**src/rtl/fetch_ctrl_pkg.sv**
```systemverilog
// Shared types and default sizing for the fetch/commit sequencer.
package fetch_ctrl_pkg;

   localparam int DEF_CNT_W   = 32;
   localparam int DEF_TIMEOUT = 16;

   // Instruction life cycle: boot, fetch request, fetch response, execute,
   // load/store wait, debug park, and the absorbing fetch-timeout fault.
   typedef enum logic [2:0] {
      S_BOOT  = 3'd0,
      S_REQ   = 3'd1,
      S_WAIT  = 3'd2,
      S_EXEC  = 3'd3,
      S_MEM   = 3'd4,
      S_HALT  = 3'd5,
      S_FAULT = 3'd6
   } state_t;

endpackage

```
**src/rtl/fetch_ctrl_perf_cnt.sv**
```systemverilog
// Free-running wrap-around event counter with synchronous active-low clear.
module perf_cnt #(
   parameter int CNT_W = 32
) (
   input  logic             i_clk,
   input  logic             i_clr_n,
   input  logic             i_inc,
   output logic [CNT_W-1:0] o_cnt
);

   logic [CNT_W-1:0] r_cnt;

   // Clear wins over increment; the count wraps naturally at 2^CNT_W.
   always_ff @(posedge i_clk) begin
      if (!i_clr_n) begin
         r_cnt <= '0;
      end else if (i_inc) begin
         r_cnt <= r_cnt + CNT_W'(1);
      end
   end

   assign o_cnt = r_cnt;

endmodule

```
**src/rtl/fetch_ctrl.sv**
```systemverilog
// PC sequencer: walks each instruction through fetch, execute and an optional
// load/store wait, issues the PC commit strobe, and handles debug halt/step.
module fetch_ctrl
   import fetch_ctrl_pkg::*;
#(
   parameter int CNT_W   = DEF_CNT_W,
   parameter int TIMEOUT = DEF_TIMEOUT
) (
   input  logic             i_clk,
   input  logic             i_rst,
   output logic             o_imem_req,
   input  logic             i_imem_ready,
   input  logic             i_imem_rvalid,
   input  logic             i_lsu_busy,
   input  logic             i_br_taken,
   input  logic             i_halt_req,
   input  logic             i_step_req,
   output logic             o_insn_vld,
   output logic             o_pc_en,
   output logic             o_pc_sel,
   output logic             o_halted,
   output logic             o_fault,
   output logic [CNT_W-1:0] o_cycle_cnt,
   output logic [CNT_W-1:0] o_instret
);

   localparam int              TO_W    = $clog2(TIMEOUT + 1);
   // Last WAIT cycle index that may still see the response before faulting.
   localparam logic [TO_W-1:0] TO_LAST = TO_W'(TIMEOUT - 1);

   state_t          r_state;
   logic [TO_W-1:0] r_to_cnt;
   logic            r_step;

   logic            w_in_insn;
   logic            w_commit;
   logic            w_cyc_inc;

   // EXEC and MEM both hold a live instruction; it retires once the LSU is idle.
   assign w_in_insn = (r_state == S_EXEC) || (r_state == S_MEM);
   assign w_commit  = w_in_insn && !i_lsu_busy;
   assign w_cyc_inc = (r_state != S_HALT) && (r_state != S_FAULT);

   // Sequencer state, fetch timeout counter and single-step flag.
   always_ff @(posedge i_clk) begin
      if (!i_rst) begin
         r_state  <= S_BOOT;
         r_to_cnt <= '0;
         r_step   <= 1'b0;
      end else begin
         case (r_state)
            S_BOOT: begin
               r_state <= i_halt_req ? S_HALT : S_REQ;
            end
            S_REQ: begin
               // A stray rvalid here is ignored; only the handshake advances.
               if (i_imem_ready) begin
                  r_state  <= S_WAIT;
                  r_to_cnt <= '0;
               end
            end
            S_WAIT: begin
               // A response on the final allowed cycle still beats the timeout.
               if (i_imem_rvalid) begin
                  r_state <= S_EXEC;
               end else if (r_to_cnt == TO_LAST) begin
                  r_state <= S_FAULT;
               end else begin
                  r_to_cnt <= r_to_cnt + TO_W'(1);
               end
            end
            S_EXEC, S_MEM: begin
               if (!i_lsu_busy) begin
                  r_state <= (i_halt_req || r_step) ? S_HALT : S_REQ;
                  r_step  <= 1'b0;
               end else begin
                  r_state <= S_MEM;
               end
            end
            S_HALT: begin
               if (i_step_req) begin
                  r_step  <= 1'b1;
                  r_state <= S_REQ;
               end else if (!i_halt_req) begin
                  r_step  <= 1'b0;
                  r_state <= S_REQ;
               end
            end
            S_FAULT: begin
               r_state <= S_FAULT;
            end
            default: begin
               r_state <= S_BOOT;
            end
         endcase
      end
   end

   assign o_imem_req = (r_state == S_REQ);
   assign o_insn_vld = w_in_insn;
   assign o_halted   = (r_state == S_HALT);
   assign o_fault    = (r_state == S_FAULT);
   assign o_pc_en    = w_commit;
   assign o_pc_sel   = w_commit && i_br_taken;

   perf_cnt #(
      .CNT_W (CNT_W)
   ) u_cycle_cnt (
      .i_clk   (i_clk),
      .i_clr_n (i_rst),
      .i_inc   (w_cyc_inc),
      .o_cnt   (o_cycle_cnt)
   );

   perf_cnt #(
      .CNT_W (CNT_W)
   ) u_instret_cnt (
      .i_clk   (i_clk),
      .i_clr_n (i_rst),
      .i_inc   (w_commit),
      .o_cnt   (o_instret)
   );

endmodule

```
**config.mk**
```make
export PLATFORM = sky130hd
export DESIGN_NAME = fetch_ctrl
export DESIGN_NICKNAME = d
export VERILOG_FILES = /design/src/rtl/fetch_ctrl_pkg.sv /design/src/rtl/fetch_ctrl_perf_cnt.sv /design/src/rtl/fetch_ctrl.sv
export SDC_FILE = /design/constraint.sdc
export NUM_CORES = 1
export LEC_CHECK = 0
export ABC_AREA = 1
export CORE_ASPECT_RATIO = 0.5
export CORE_MARGIN = 2
export CORE_UTILIZATION = 30
export CTS_CLUSTER_SIZE = 30
export DETAILED_ROUTE_END_ITERATION = 7
export HOLD_SLACK_MARGIN = 0.06
export PLACE_DENSITY = 0.47
export SLEW_MARGIN = 20
export SYNTH_ARGS = -nofsm -noshare
export SYNTH_HDL_FRONTEND = slang
export SYNTH_SLANG_ARGS = --single-unit
export TNS_END_PERCENT = 5
```
**constraint.sdc**
```tcl
create_clock -name i_clk -period 1.9 [get_ports i_clk]
set_input_delay 0.285 -clock i_clk [delete_from_list [all_inputs] [get_ports i_clk]]
set_output_delay 0.285 -clock i_clk [all_outputs]
set_load 0.01 [all_outputs]
```
; ---- Word level (Yosys, flattened, before mapping)
; Index checks and enable logic that the tools add are counted.
[classes]
n_addsub = 3
eq_ne = 15
n_mux = 17
n_reduce_logical = 13
[ops]
columns = cell, n
row1 = "adder 32 x 1 -> 32 bit, second input constant", 2
row2 = 2-to-1 mux 3 bit, 8
row3 = case mux 3 bit (6 select lines), 1
row4 = 2-to-1 mux 5 bit, 3
row5 = "!= test 3 bit, second input constant", 4
row6 = case mux 5 bit (2 select lines), 1
row7 = "== test 3 bit, second input constant", 3
row8 = "== test 3 x 2 -> 1 bit, second input constant", 2
row9 = "!= test 2 bit, second input constant", 3
row10 = AND reduction 3 bit, 2
row11 = "adder 5 x 1 -> 5 bit, second input constant", 1
row12 = "== test 5 x 4 -> 1 bit, second input constant", 1
row13 = AND reduction 4 bit, 1
row14 = nonzero test 2 bit, 2
row15 = "== test 3 x 1 -> 1 bit, second input constant", 1
row16 = logical AND 1 bit, 3
row17 = zero test 3 bit, 1
row18 = 2-to-1 mux 1 bit, 3
row19 = logical OR 1 bit, 2
row20 = "!= test 2 x 1 -> 1 bit, second input constant", 1
row21 = case mux 1 bit (2 select lines), 1
row22 = OR reduction 2 bit, 1
row23 = zero test 1 bit, 1
[totals]
ff_bits = 73
in_bits = 8
out_inout_bits = 70
wordCells = 53

; ---- Logic depth before layout (Yosys ltp)
; Gate-level depths: netlist of the first run.
[logic_depth]
ltp_word = 4
mapped_depth = 11
mapped_depth_nobuf = 10

; ---- Hierarchy
; A second synthesis of the first run with hierarchy kept.
[unflattened]
hier_cells = 622
area_unflattened_um2 = 4141.5
[modules_own_cells]
columns = mod, n_inst, cells_each, area_each_um2, seq_area_each_um2
row1 = perf_cnt, 2, 260, 1750.4, 640.6
row2 = fetch_ctrl, 1, 102, 640.6, 180.2

; ---- Least setup slack after synthesis of the first run
; OpenSTA, ideal clock, no wires.
[synth_timing]
kind = flip-flop to flip-flop
from = register u_instret_cnt.r_cnt[1], in the netlist u_instret_cnt.o_cnt[1]
to = register u_instret_cnt.r_cnt[30], in the netlist u_instret_cnt.o_cnt[30]
setup_time_ns = 0.128
arrival_time_ns = 1.410
required_ns = 1.772
path_slack_ns = 0.362
path_stages_with_launch = 10
path_buffers = 1
synth_period_minus_slack_ns = 1.538
path_cell_list = dfxtp_1 > ha_1 > nand2_1 > nor2_1 > nand3_1 > nor2_2 > buf_4 > nand4_1 > nand2_1 > nor2_1
[synth_via]
elab_chain_len = 1
[synth_lines]
columns = element, line
row1 = "start, declared", fetch_ctrl_perf_cnt.sv:11  ; logic [CNT_W-1:0] r_cnt;
row2 = "start signal, assigned", fetch_ctrl_perf_cnt.sv:18  ; r_cnt <= r_cnt + CNT_W'(1);
row3 = adder 32 x 1 -> 32 bit, fetch_ctrl_perf_cnt.sv:18
; Every way passes these cells.
; A chain may end at the register's enable or synchronous reset.

; ---- Final worst setup path of the first run
[layout_timing]
from = register r_state[0]
to = output port o_pc_sel
[layout_via]
elab_chain_len = 4
word_cells_on_any_way = 5
classes_between = eq/ne (2) / reduce/logical (3)
[layout_lines]
columns = element, line
row1 = "start, declared", fetch_ctrl.sv:31  ; state_t r_state;
row2 = "start signal, assigned", fetch_ctrl.sv:53  ; r_state <= i_halt_req ? S_HALT : S_REQ;
row3 = "start signal, assigned", fetch_ctrl.sv:74  ; r_state <= (i_halt_req || r_step) ? S_HALT : S_REQ;
row4 = == test 3 x 2 -> 1 bit / == test 3 bit (equally long branches), fetch_ctrl.sv:40  ; assign w_in_insn = (r_state == S_EXEC) || (r_state == S_MEM);
row5 = logical OR 1 bit *, fetch_ctrl.sv:40
row6 = logical AND 1 bit *, fetch_ctrl.sv:41  ; assign w_commit = w_in_insn && !i_lsu_busy;
row7 = logical AND 1 bit *, fetch_ctrl.sv:104  ; assign o_pc_sel = w_commit && i_br_taken;
row8 = "end, declared", fetch_ctrl.sv:20  ; output logic o_pc_sel,
; Every way passes the cells marked *; elsewhere a longest branch is shown, timed or not.

==> summary.md, run 1 <==
| Metric | Value |
|---|---|
| Slew Limit Headroom | 0.687 |
| Overflow left after global routing | 0 |
| Net count of the mapped netlist | 635 |
| Share of synthesized area occupied by flip-flops and latches | 0.362 |
| Number of flops mapped to enable cells by yosys | 0 |
| Fraction of synthesized cell area taken by the top area cell type | 0.362 |
| Count of cells along the worst hold path | 2 |
| First-pass GRT wire length | approximately 19000 um |
| Number of nets at the end of the flow | roughly 730 |
| Global routing usage summed across all routing layers | 0.161 |
| CP required | between 1.5 and 2 ns |
| Clock insertion delay at the later pin of the skew report | approximately 0.34 ns |
| Die footprint | about 14000 sq um |
| Run status | complete, no violations |
| Final routed wirelength across all metal layers | about 11000 um |
| Synth-to-Final Area Change | 33.1% |
| Residual DRC | 0 |
| Total leakage power | ~0.0021 uW |
| Sink Count | 73 |
| Count of input and output buffers | 77 |
| Detailed placer's ending HPWL | around 8400 um |
| Stages on worst setup path | 6 |
| Minimum setup slack among reg-to-reg paths | about 0.21 ns |
| Combinational power share | 0.210 |
| Final Hold Slack | between 0.4 and 0.5 ns |
| Final Wtd Congestion | about 0.76 |
| Most frequent cell on the critical path | nand2_1 |
| Die W | around 170 um |
| Clock buffer count from CTS | 9 |
| Met2 GRT Util | 0.255 |
| GR Util met3 | 0.0392 |
| Worst min path class | flip-flop to flip-flop |
| Synth area leaders | dfxtp_1 (36%), nand2_1 (13%), nor2_1 (9.8%), inv_1 (8.2%), nand3_1 (5.6%) |
| Worst path buffer plus inverter count | 2 |
| Post-cts sizing count | 7 |
| Cell-by-cell trace of the critical path | inv_2 > nand2_1 > nand2_1 > nand3_4 > nor2_1 > dlygate4sd2_1 |
| Final setup vio count | 0 |
| Number of buffers added to fix hold violations after cts | 0 |
| Most common cell in the netlist | nand2_1 |
| Upper clock frequency limit | 580 MHz |
| Num rows | 29 |
| Synthesized instance count | 623 |
| Category of the critical setup timing path | flip-flop to output port |
| Flip-flop cell with the highest count after synthesis | dfxtp_1 |
| Multi-input gate area in the final layout | ~2200 sq um |
| Int Pwr | ~3000 uW |
| Sort of element at the end of the critical path | output port |
| Share of flip-flops with an asynchronous set or reset after synthesis | 0 |
| Area used by sequential logic in the layout | roughly 1500 sq um |
| Fraction of final layout cells sized beyond drive strength 1 | 0.0794 |
| Number of post-CTS setup repair buffers | 0 |
| Clock network fraction of total power | 0.391 |
| Cell accounting for the most synthesized area | dfxtp_1 |
| Clock root buffer master | clkbuf_16 |
| Total core area | approximately 13000 sq um |
| Pwr/cell area | 800 nW/um^2 |
| Via count of the first global-routing pass | roughly 3800 |
| Largest net degree at the start of global routing | 30 |
| Maximum vdd drop | around 0.37 mV |
| I/O pin total | 78 |
| Share of the cycle needed by the critical path after routing | 0.907 |
| Number of DRC violations after detailed-routing iteration 0 | about 160 |
| Synthesized flop and latch total | 73 |
| R2r endpoint | r_state[1] |
| Clock transition at the registers of the reported paths | 0.06 ns |
| Worst-margin pin slew | around 0.47 ns |
| Largest incremental delay on the critical path | 0.43 ns |
| Most frequent cells after synthesis | nand2_1 (145), nor2_1 (105), inv_1 (88) |
| Setup skew after layout | 0.00799 ns |
| MaxCap Viol Count | 0 |
| CTS tree | done |
| Data arrival time at the worst-slack endpoint | about 1.4 ns |
| First element of the critical path | r_state[0] |
| Startpoint of the most critical hold path | r_to_cnt[4] |
| Cell type of the slowest stage on the worst timing path | dfxtp_1 |
| Routed vias | a little over 4000 |
| Diode insertion count for antenna repair | 0 |
| Met1 global-route usage | 0.223 |
| Post-synthesis cell area | about 4000 sq um |
| Reg2reg path depth | 10 |
| Critical path startpoint category | flip-flop |
| Category of cells accounting for the largest share of critical-path delay | flip-flops |
| Cell variety after synth | 35 |
| Switching part of the total | 0.300 |
| Avg Inst Size Synth | approximately 6.5 sq um |
| Switching pwr | 1290 uW |
| Maximum level of the CTS H-tree | 3 |
| Maximum number of buffers from clock root to sink | 2 |
| Vias/cell | roughly 4.6 |
| Number of detailed-route iterations in the first pass | 5 |
| Sum of negative setup slack | 0 ns |
| Max-slew violation count | 0 |
| Antenna violations before repair | 0 |
| Maximum fanout count along the critical path | 5 |
| Proportion of power drawn by flip-flops and latches | 0.399 |
| Initial cell density of the core | 0.313 |
| Count of antenna-violating nets left after detailed routing | 0 |
| Final-layout fill cell count | ~1400 |
| Synthesis Warnings | 0 |
| Crit Reg-Reg Startpoint | r_to_cnt[0] |
| Crit path capture | o_pc_sel |
| Height of the die | about 86 um |
| Wirelength per Cell | ~12 um |
| Hold Vio Cnt, Final | 0 |
| Most Crowded Layer GR | met2 |
| Shortest period the worst path allows | 1.72 ns |
| Setup repair after global routing missed its margin | false |
registers in the layout, summed over array words and instances (netlist names):
signal               cells
u_cycle_cnt.o_cnt       32
u_instret_cnt.o_cnt     32
r_to_cnt                 5
r_state                  3
r_step                   1
kinds of logic after synthesis:
logic type / share of synthesized area
compound gates: 0.0921
simple gates: 0.421
buf+inv: 0.0996
xor+xnor: 0.0130
fa+ha+maj: 0.0124
flops: 0.362
power by group through the flow:
stage | combinational, uW | clock (uW) | sequential [uW]
floorplan | 607 | 0 | 1740
global placement | 946 | 0 | 1740
detailed placement | 939 | 0 | 1740
CTS | 919 | 1740 | 1710
global route | 1030 | 1790 | 1730
finish | 903 | 1680 | 1710
cells in the final DEF (no fill, tap or decap), types with 16 or more instances in the layout:
cell type and count:
clkdlybuf4s50_1 71, o21ai_0 20, nand4_1 20, nor2_1 104, nand3_1 45, a21oi_1 40, dfxtp_1 72, inv_1 87
nor3_1 16, nand2_1 145
how the worst min path moves through the flow:
stage | slack (ns) | to
after floorplan | 0.43 | r_step
after global placement | 0.46 | r_to_cnt[4]
after detailed placement | 0.47 | r_to_cnt[4]
after CTS | 0.48 | r_to_cnt[4]
after global routing | 0.50 | r_step
final | 0.47 | r_to_cnt[4]
cell type report:
class / count / area share
Inverter: 89 / 0.0622
Clock inverter: 1 / 0.00140
Clock buffer: 15 / 0.0536
Timing Repair Buffer: 91 / 0.165
Multi-Input combinational cell: 449 / 0.406
Tap cell: 170 / 0.0396
Sequential cell: 73 / 0.272
metrics by stage:
stage / utilization / instance area [sq um] / std cells / setup slack (ns) / total power (uW)
after floorplan: - / 4030 / 623 / 0.362 / 2350
after global placement: 0.393 / 5070 / 872 / 0.0182 / 2690
after detailed placement: 0.393 / 5070 / 872 / 0.00336 / 2680
after CTS: 0.416 / 5360 / 888 / 0.0163 / 4380
after global routing: 0.417 / 5370 / 888 / 0.0363 / 4550
final: 0.417 / 5370 / 888 / 0.176 / 4300
per-layer routing:
layer,up-vias,wire length [um]
li1,2181,-
met1,1821,5850
met2,67,4680
met3,9,458
met4,0,87
met5,-,0
worst min-delay path: stages (launching register included):
cell,delay [ns]
dfxtp_1,0.29
inv_1,0.06
a211oi_1,0.06
(Power assumes the default switching activity.)
==> inputs of run 2 (changes only) <==
--- a/config.mk
+++ b/config.mk
@@ -11,6 +11,7 @@
 export CORE_UTILIZATION = 30
 export CTS_CLUSTER_SIZE = 30
 export DETAILED_ROUTE_END_ITERATION = 7
+export GPL_TIMING_DRIVEN = 1
 export HOLD_SLACK_MARGIN = 0.06
 export PLACE_DENSITY = 0.47
 export SLEW_MARGIN = 20
==> results of run 2 <==
Final layout, timing and power as in run 1 (identical DEF).
